===== src/rtl/decode_pkg.sv =====
// decode_pkg: shared opcode/funct/ALU encodings, control and ID/EX types, and the control decoder used by decode and execute
package decode_pkg;
  localparam logic [5:0] OP_RTYPE = 6'b000000;
  localparam logic [5:0] OP_LW    = 6'b100011;
  localparam logic [5:0] OP_SW    = 6'b101011;
  localparam logic [5:0] OP_BEQ   = 6'b000100;
  localparam logic [5:0] OP_ADDI  = 6'b001000;
  localparam logic [5:0] OP_J     = 6'b000010;
  localparam logic [5:0] FN_ADD   = 6'b100000;
  localparam logic [5:0] FN_SUB   = 6'b100010;
  localparam logic [5:0] FN_AND   = 6'b100100;
  localparam logic [5:0] FN_OR    = 6'b100101;
  localparam logic [5:0] FN_SLT   = 6'b101010;
  localparam logic [2:0] ALU_AND  = 3'b000;
  localparam logic [2:0] ALU_OR   = 3'b001;
  localparam logic [2:0] ALU_ADD  = 3'b010;
  localparam logic [2:0] ALU_SUB  = 3'b110;
  localparam logic [2:0] ALU_SLT  = 3'b111;
  typedef struct packed {
    logic       issue;
    logic       jump;
    logic       use_rs;
    logic       use_rt;
    logic       dst_rd;
    logic       reg_write;
    logic       mem_read;
    logic       mem_write;
    logic       branch;
    logic       alu_src;
    logic [2:0] alu_op;
  } ctrl_t;
  typedef struct packed {
    logic [31:0] rega;
    logic [31:0] regb;
    logic [31:0] imm;
    logic [31:0] npc;
    logic [4:0]  rs;
    logic [4:0]  rt;
    logic [4:0]  wr;
    logic        reg_write;
    logic        mem_read;
    logic        mem_write;
    logic        branch;
    logic        alu_src;
    logic [2:0]  alu_op;
  } idex_t;
  function automatic ctrl_t decode_ctrl(input logic [5:0] op, input logic [5:0] fn);
    ctrl_t c;
    c = '0;
    case (op)
      OP_RTYPE: begin
        c.issue = fn inside {FN_ADD, FN_SUB, FN_AND, FN_OR, FN_SLT};
        c.use_rs = c.issue;
        c.use_rt = c.issue;
        c.dst_rd = c.issue;
        c.reg_write = c.issue;
        c.alu_op = !c.issue ? ALU_AND : fn == FN_ADD ? ALU_ADD : fn == FN_SUB ? ALU_SUB :
                   fn == FN_AND ? ALU_AND : fn == FN_OR ? ALU_OR : ALU_SLT;
      end
      OP_LW: begin
        c.issue = 1'b1;
        c.use_rs = 1'b1;
        c.reg_write = 1'b1;
        c.mem_read = 1'b1;
        c.alu_src = 1'b1;
        c.alu_op = ALU_ADD;
      end
      OP_SW: begin
        c.issue = 1'b1;
        c.use_rs = 1'b1;
        c.use_rt = 1'b1;
        c.mem_write = 1'b1;
        c.alu_src = 1'b1;
        c.alu_op = ALU_ADD;
      end
      OP_BEQ: begin
        c.issue = 1'b1;
        c.use_rs = 1'b1;
        c.use_rt = 1'b1;
        c.branch = 1'b1;
        c.alu_op = ALU_SUB;
      end
      OP_ADDI: begin
        c.issue = 1'b1;
        c.use_rs = 1'b1;
        c.reg_write = 1'b1;
        c.alu_src = 1'b1;
        c.alu_op = ALU_ADD;
      end
      OP_J: c.jump = 1'b1;
      default: c = '0;
    endcase
    return c;
  endfunction
endpackage


===== src/rtl/decode_regfile.sv =====
// decode_regfile: 32x32 2R1W register file, r0 reads 0, write-through bypass; ports clk, we/wa/wd write, ra/rb -> rd_a/rd_b
module decode_regfile (
  input  logic        clk,
  input  logic        we,
  input  logic [4:0]  wa,
  input  logic [31:0] wd,
  input  logic [4:0]  ra,
  input  logic [4:0]  rb,
  output logic [31:0] rd_a,
  output logic [31:0] rd_b
);
  logic [31:0] rf_q [32];
  always_ff @(posedge clk) if (we && wa != 5'd0) rf_q[wa] <= wd;
  assign rd_a = ra == 5'd0 ? '0 : (we && wa == ra) ? wd : rf_q[ra];
  assign rd_b = rb == 5'd0 ? '0 : (we && wa == rb) ? wd : rf_q[rb];
endmodule


===== src/rtl/decode.sv =====
// decode: ID stage (IF/ID reg, decoder, load-use hazard, regfile, ID/EX reg); in clk, reset(active-low), IF instr/PC+4, EX redirect, WB write; out AnyStall, Jump_ID/JumpTgt_ID, ID/EX fields
module decode
  import decode_pkg::*;
(
  input  logic        clk,
  input  logic        reset,
  input  logic [31:0] FetchData_IF,
  input  logic [31:0] NPc_IF,
  input  logic        BranchTaken_EX,
  input  logic        RegWrite_WB,
  input  logic [4:0]  WriteReg_WB,
  input  logic [31:0] Result_WB,
  output logic        AnyStall,
  output logic        Jump_ID,
  output logic [25:0] JumpTgt_ID,
  output logic [31:0] RegA_EX,
  output logic [31:0] RegB_EX,
  output logic [31:0] Imm_EX,
  output logic [31:0] NPc_EX,
  output logic [4:0]  Rs_EX,
  output logic [4:0]  Rt_EX,
  output logic [4:0]  WriteReg_EX,
  output logic        RegWrite_EX,
  output logic        MemRead_EX,
  output logic        MemWrite_EX,
  output logic        Branch_EX,
  output logic        AluSrc_EX,
  output logic [2:0]  AluOp_EX
);
  logic [31:0] instr_q, instr_d, npc_q, npc_d, rd_a, rd_b;
  logic        valid_q, valid_d;
  logic [4:0]  rs, rt, rd;
  ctrl_t       ctrl;
  idex_t       ex_q, ex_d, dec;
  decode_regfile regfile (
    .clk  (clk),
    .we   (RegWrite_WB),
    .wa   (WriteReg_WB),
    .wd   (Result_WB),
    .ra   (rs),
    .rb   (rt),
    .rd_a (rd_a),
    .rd_b (rd_b)
  );
  assign rs = instr_q[25:21];
  assign rt = instr_q[20:16];
  assign rd = instr_q[15:11];
  assign ctrl = valid_q ? decode_ctrl(instr_q[31:26], instr_q[5:0]) : '0;
  assign AnyStall = ex_q.mem_read && ex_q.wr != 5'd0 &&
                    ((ctrl.use_rs && rs == ex_q.wr) || (ctrl.use_rt && rt == ex_q.wr));
  assign Jump_ID = ctrl.jump && !BranchTaken_EX;
  assign JumpTgt_ID = instr_q[25:0];
  always_comb begin
    instr_d = BranchTaken_EX ? '0 : AnyStall ? instr_q : FetchData_IF;
    npc_d = BranchTaken_EX ? '0 : AnyStall ? npc_q : NPc_IF;
    valid_d = !BranchTaken_EX && (valid_q || !AnyStall);
    dec = '{rega: rd_a, regb: rd_b, imm: {{16{instr_q[15]}}, instr_q[15:0]}, npc: npc_q,
            rs: rs, rt: rt, wr: ctrl.reg_write ? (ctrl.dst_rd ? rd : rt) : 5'd0,
            reg_write: ctrl.reg_write, mem_read: ctrl.mem_read, mem_write: ctrl.mem_write,
            branch: ctrl.branch, alu_src: ctrl.alu_src, alu_op: ctrl.alu_op};
    ex_d = (ctrl.issue && !AnyStall && !BranchTaken_EX) ? dec : '0;
  end
  always_ff @(posedge clk) begin
    instr_q <= reset ? instr_d : '0;
    npc_q <= reset ? npc_d : '0;
    valid_q <= reset ? valid_d : 1'b0;
    ex_q <= reset ? ex_d : '0;
  end
  assign {RegA_EX, RegB_EX, Imm_EX, NPc_EX, Rs_EX, Rt_EX, WriteReg_EX,
          RegWrite_EX, MemRead_EX, MemWrite_EX, Branch_EX, AluSrc_EX, AluOp_EX} = ex_q;
endmodule


===== config.mk =====
export PLATFORM = sky130hd
export DESIGN_NAME = decode
export DESIGN_NICKNAME = d
export VERILOG_FILES = /design/src/rtl/decode_pkg.sv /design/src/rtl/decode_regfile.sv /design/src/rtl/decode.sv
export SDC_FILE = /design/constraint.sdc
export NUM_CORES = 1
export LEC_CHECK = 0
export BUFFER_PORTS_ARGS = -buffer_cell sky130_fd_sc_hd__buf_2
export CAP_MARGIN = 10
export CORE_MARGIN = 4
export CORE_UTILIZATION = 55
export CTS_BUF_LIST = sky130_fd_sc_hd__clkbuf_8
export DETAILED_ROUTE_END_ITERATION = 12
export PLACE_DENSITY_LB_ADDON = 0.1
export SLEW_MARGIN = 10
export SYNTH_ARGS = -nofsm -noshare
export SYNTH_HDL_FRONTEND = slang
export SYNTH_SLANG_ARGS = --single-unit

===== constraint.sdc =====
create_clock -name clk -period 4.1 [get_ports clk]
set_clock_uncertainty 0.2 [all_clocks]
set_input_delay 0.205 -clock clk [delete_from_list [all_inputs] [get_ports clk]]
set_output_delay 0.205 -clock clk [all_outputs]
set_load 0.01 [all_outputs]

==> impl_metrics.json <==
{
  "required_ns": 3.69,
  "initial_core_util": 0.557,
  "pwr-share-clk": 0.385,
  "hold_viol": 0,
  "row_count": 114,
  "yosysWarnings": 0,
  "holdPathEnd": "instr_q[0]",
  "p_seq_frac": 0.540,
  "wirelength_um": 184000,
  "fmax_ghz": 0.267,
  "chipWidth_um": 321,
  "synth-edff-count": 1024,
  "peakVddDrop_uv": 403,
  "rsz0062_at_grt": "no",
  "finalSetupViolations": 0,
  "clkTransAtPathRegs_ns": 0.06,
  "synthCells": 3259,
  "drc": 0,
  "ys_seq_elements": 1224,
  "syn_area_per_cell_sq_um": 16.6,
  "worstPathArrival_ns": 3.35,
  "cts_tree": "done",
  "hold_buffers": 229,
  "multi_input_area_sq_um": 18000,
  "combPwrFrac": 0.075,
  "grt_pass1_wl_um": 260000,
  "pre_cts_slack_ns": 0.879,
  "cpPeakStageDelay_ns": 0.78,
  "cts_setup_buffers": 0,
  "final_area_sq_um": 63000,
  "outcome": "finished clean",
  "crit_start": "instr_q[20]",
  "hp-start": "FetchData_IF[0]",
  "crit_path_end_kind": "output pin",
  "die-area_sq_um": 103000,
  "port_buffers": 283,
  "synth_cell_type_count": 70,
  "finalCritPeriodShare": 0.915,
  "cpMaxStageDelayCell": "dfxtp_1",
  "overflow": 0,
  "r2r_slack_ns": 0.54,
  "vias": 36900,
  "clock-sinks": 1224,
  "min_period_ns": 3.75,
  "yosys_most_used_dff": "edfxtp_1",
  "grt_antenna_before_repair": 12,
  "wire_per_inst_um": 35.0,
  "yosys-top-cells-area": "edfxtp_1 57%, mux4_2 16%, dfxtp_1 7.4%, mux2i_1 4.8%, o22ai_1 2.4%",
  "max-slew-margin-rel": 0.188,
  "hold_path.class": "primary input to register",
  "crit_family": "simple AND/OR/NAND/NOR gates",
  "hpwl_um": 100000,
  "nNetsFinal": 3921,
  "drtIter0Drc": 5585,
  "internal_power_mw": 19.3,
  "placed_cell_area_sq_um": 57000,
  "hold_path_depth": 4,
  "vias_per_cell": 7.01,
  "yosysTopAreaCellShare": 0.570,
  "insertion_delay_ns": 0.90,
  "cts_root_buf": "clkbuf_8",
  "whs_ns": 0.0804,
  "crit_type": "register to output pin",
  "swShare": 0.241,
  "cts_buffers": 194,
  "reg2reg_from": "instr_q[20]",
  "dr.pass1.iters": 8,
  "setup_tns_ns": 0,
  "finalWeightedCongestion": 0.883,
  "path_buf_inv": 1,
  "ios": 284,
  "async_reset_ff_frac": 0,
  "grt_max_degree": 91,
  "r2r-end": "npc_q[18]",
  "cp_max_fo": 12,
  "ys_seq_area_frac": 0.644,
  "tightest_slew_ns": 1.22,
  "die_h_um": 321,
  "syn_area_sq_um": 54000,
  "drv_cap": 0,
  "track_usage": 0.355,
  "syn_to_final_growth_pct": 16.7,
  "slew_violations": 0,
  "drive_gt1_frac": 0.279,
  "ctsHtreeMaxLevel": 4,
  "leakagePower_nw": 21.2,
  "drtAntennaViolNets": 0,
  "synth_top_area_cell": "edfxtp_1",
  "fin_util": 0.649,
  "regArea_sq_um": 34800,
  "core-area_sq_um": 97000,
  "power_switching_mw": 6.13,
  "clock_path_buffers": 3,
  "grt_pass1_vias": 36700,
  "critPathLaunchType": "register",
  "fillerInstances": 6817,
  "powerDensity_nw_per_um2": 404,
  "ctsResizeCount": 0,
  "worst_slack_ns": 0.348,
  "r2r_cells": 8,
  "cp_cell_sequence": "xor2_1 > nor4_1 > and3_1 > a32o_2 > and2_0 > buf_2"
}
[state kept, by name, summed over array words and instances, names as in the netlist, 3 cells and up]
| name | count |
|---|---|
| AluOp_EX | 3 |
| Imm_EX | 16 |
| NPc_EX | 32 |
| RegA_EX | 32 |
| RegB_EX | 32 |
| Rs_EX | 5 |
| Rt_EX | 5 |
| WriteReg_EX | 5 |
| instr_q | 32 |
| npc_q | 32 |
| regfile.rf_q | 1024 |
[cell families (layout without fill, tap and decap cells)]
logic type,Yosys count,after routing,synth area share
buffers and inverters,310,1003,0.0304
AO/OA/AOI/OAI,557,557,0.0662
AND/OR/NAND/NOR,493,493,0.0456
flip-flops,1224,1224,0.644
XOR/XNOR,21,21,0.00341
multiplexers,653,653,0.211
other,1,38,0.0000695
[through the flow]
stage               power, mW  std cells
floorplan                15.0       3290
global placement         15.7       4667
detailed placement       15.7       4667
CTS                      25.5       5259
global route             26.3       5261
finish                   25.5       5265
[cell type report]
cell class / count / share of cell area
diodes: 6 / 0.000238
clock buffers: 215 / 0.0470
clock inverters: 148 / 0.0110
inverters: 3 / 0.000179
multi-input cells: 1756 / 0.286
flip-flops and latches: 1224 / 0.552
well taps: 1276 / 0.0254
repair buffers: 637 / 0.0782
[worst max-delay path by stage]
stage | to | depth (start not counted)
final | AnyStall | 6
after global routing | AnyStall | 6
after detailed placement | RegB_EX[3] | 7
after floorplan | regfile.rf_q[12][0] | 5
after global placement | RegA_EX[28] | 7
after CTS | AnyStall | 6
[tightest hold or removal path: cells and delay by family]
family,cells,cell delay (ns)
AOI/OAI and AO/OA,2,0.23
buffers and inverters,2,0.66
[cells in the final DEF, fill, tap and decap left out, drive strengths merged, types with 76 or more instances in the layout]
cell type,Yosys,layout
inv,3,93
buf,189,408
nand2,86,86
dlygate4sd3,0,229
mux4,385,385
mux2i,258,258
o21ai,103,103
dfxtp,200,200
nand3,116,116
o22ai,207,207
clkbuf,118,215
edfxtp,1024,1024
nor2,127,127
a21oi,76,76
[cells in the mapped netlist (72+ instances only)]
cell,count
mux4_2,385
nand2_1,85
clkbuf_1,116
o21ai_0,102
buf_4,72
dfxtp_1,200
buf_2,97
a21oi_1,76
o22ai_1,206
edfxtp_1,1024
mux2i_1,258
nand3_1,115
nor2_1,127
[power by group through the flow]
| stage | Sequential [mW] | Combinational (mW) | Clock (mW) |
|---|---|---|---|
| after global routing | 13.8 | 2.00 | 10.5 |
| after CTS | 13.8 | 1.87 | 9.89 |
| after detailed placement | 14.0 | 1.70 | 0 |
| after global placement | 14.0 | 1.68 | 0 |
| after floorplan | 14.0 | 1.06 | 0 |
| final | 13.8 | 1.91 | 9.80 |
[metal layers]
metal / vias to the layer above / share of wire / GRT usage
li1: 14500 / - / -
met1: 18900 / 0.37 / 0.479
met2: 2929 / 0.46 / 0.545
met3: 545 / 0.13 / 0.0934
met4: 6 / 0.052 / 0.169
met5: - / 0.00022 / 0
(Power assumes the default switching activity.)
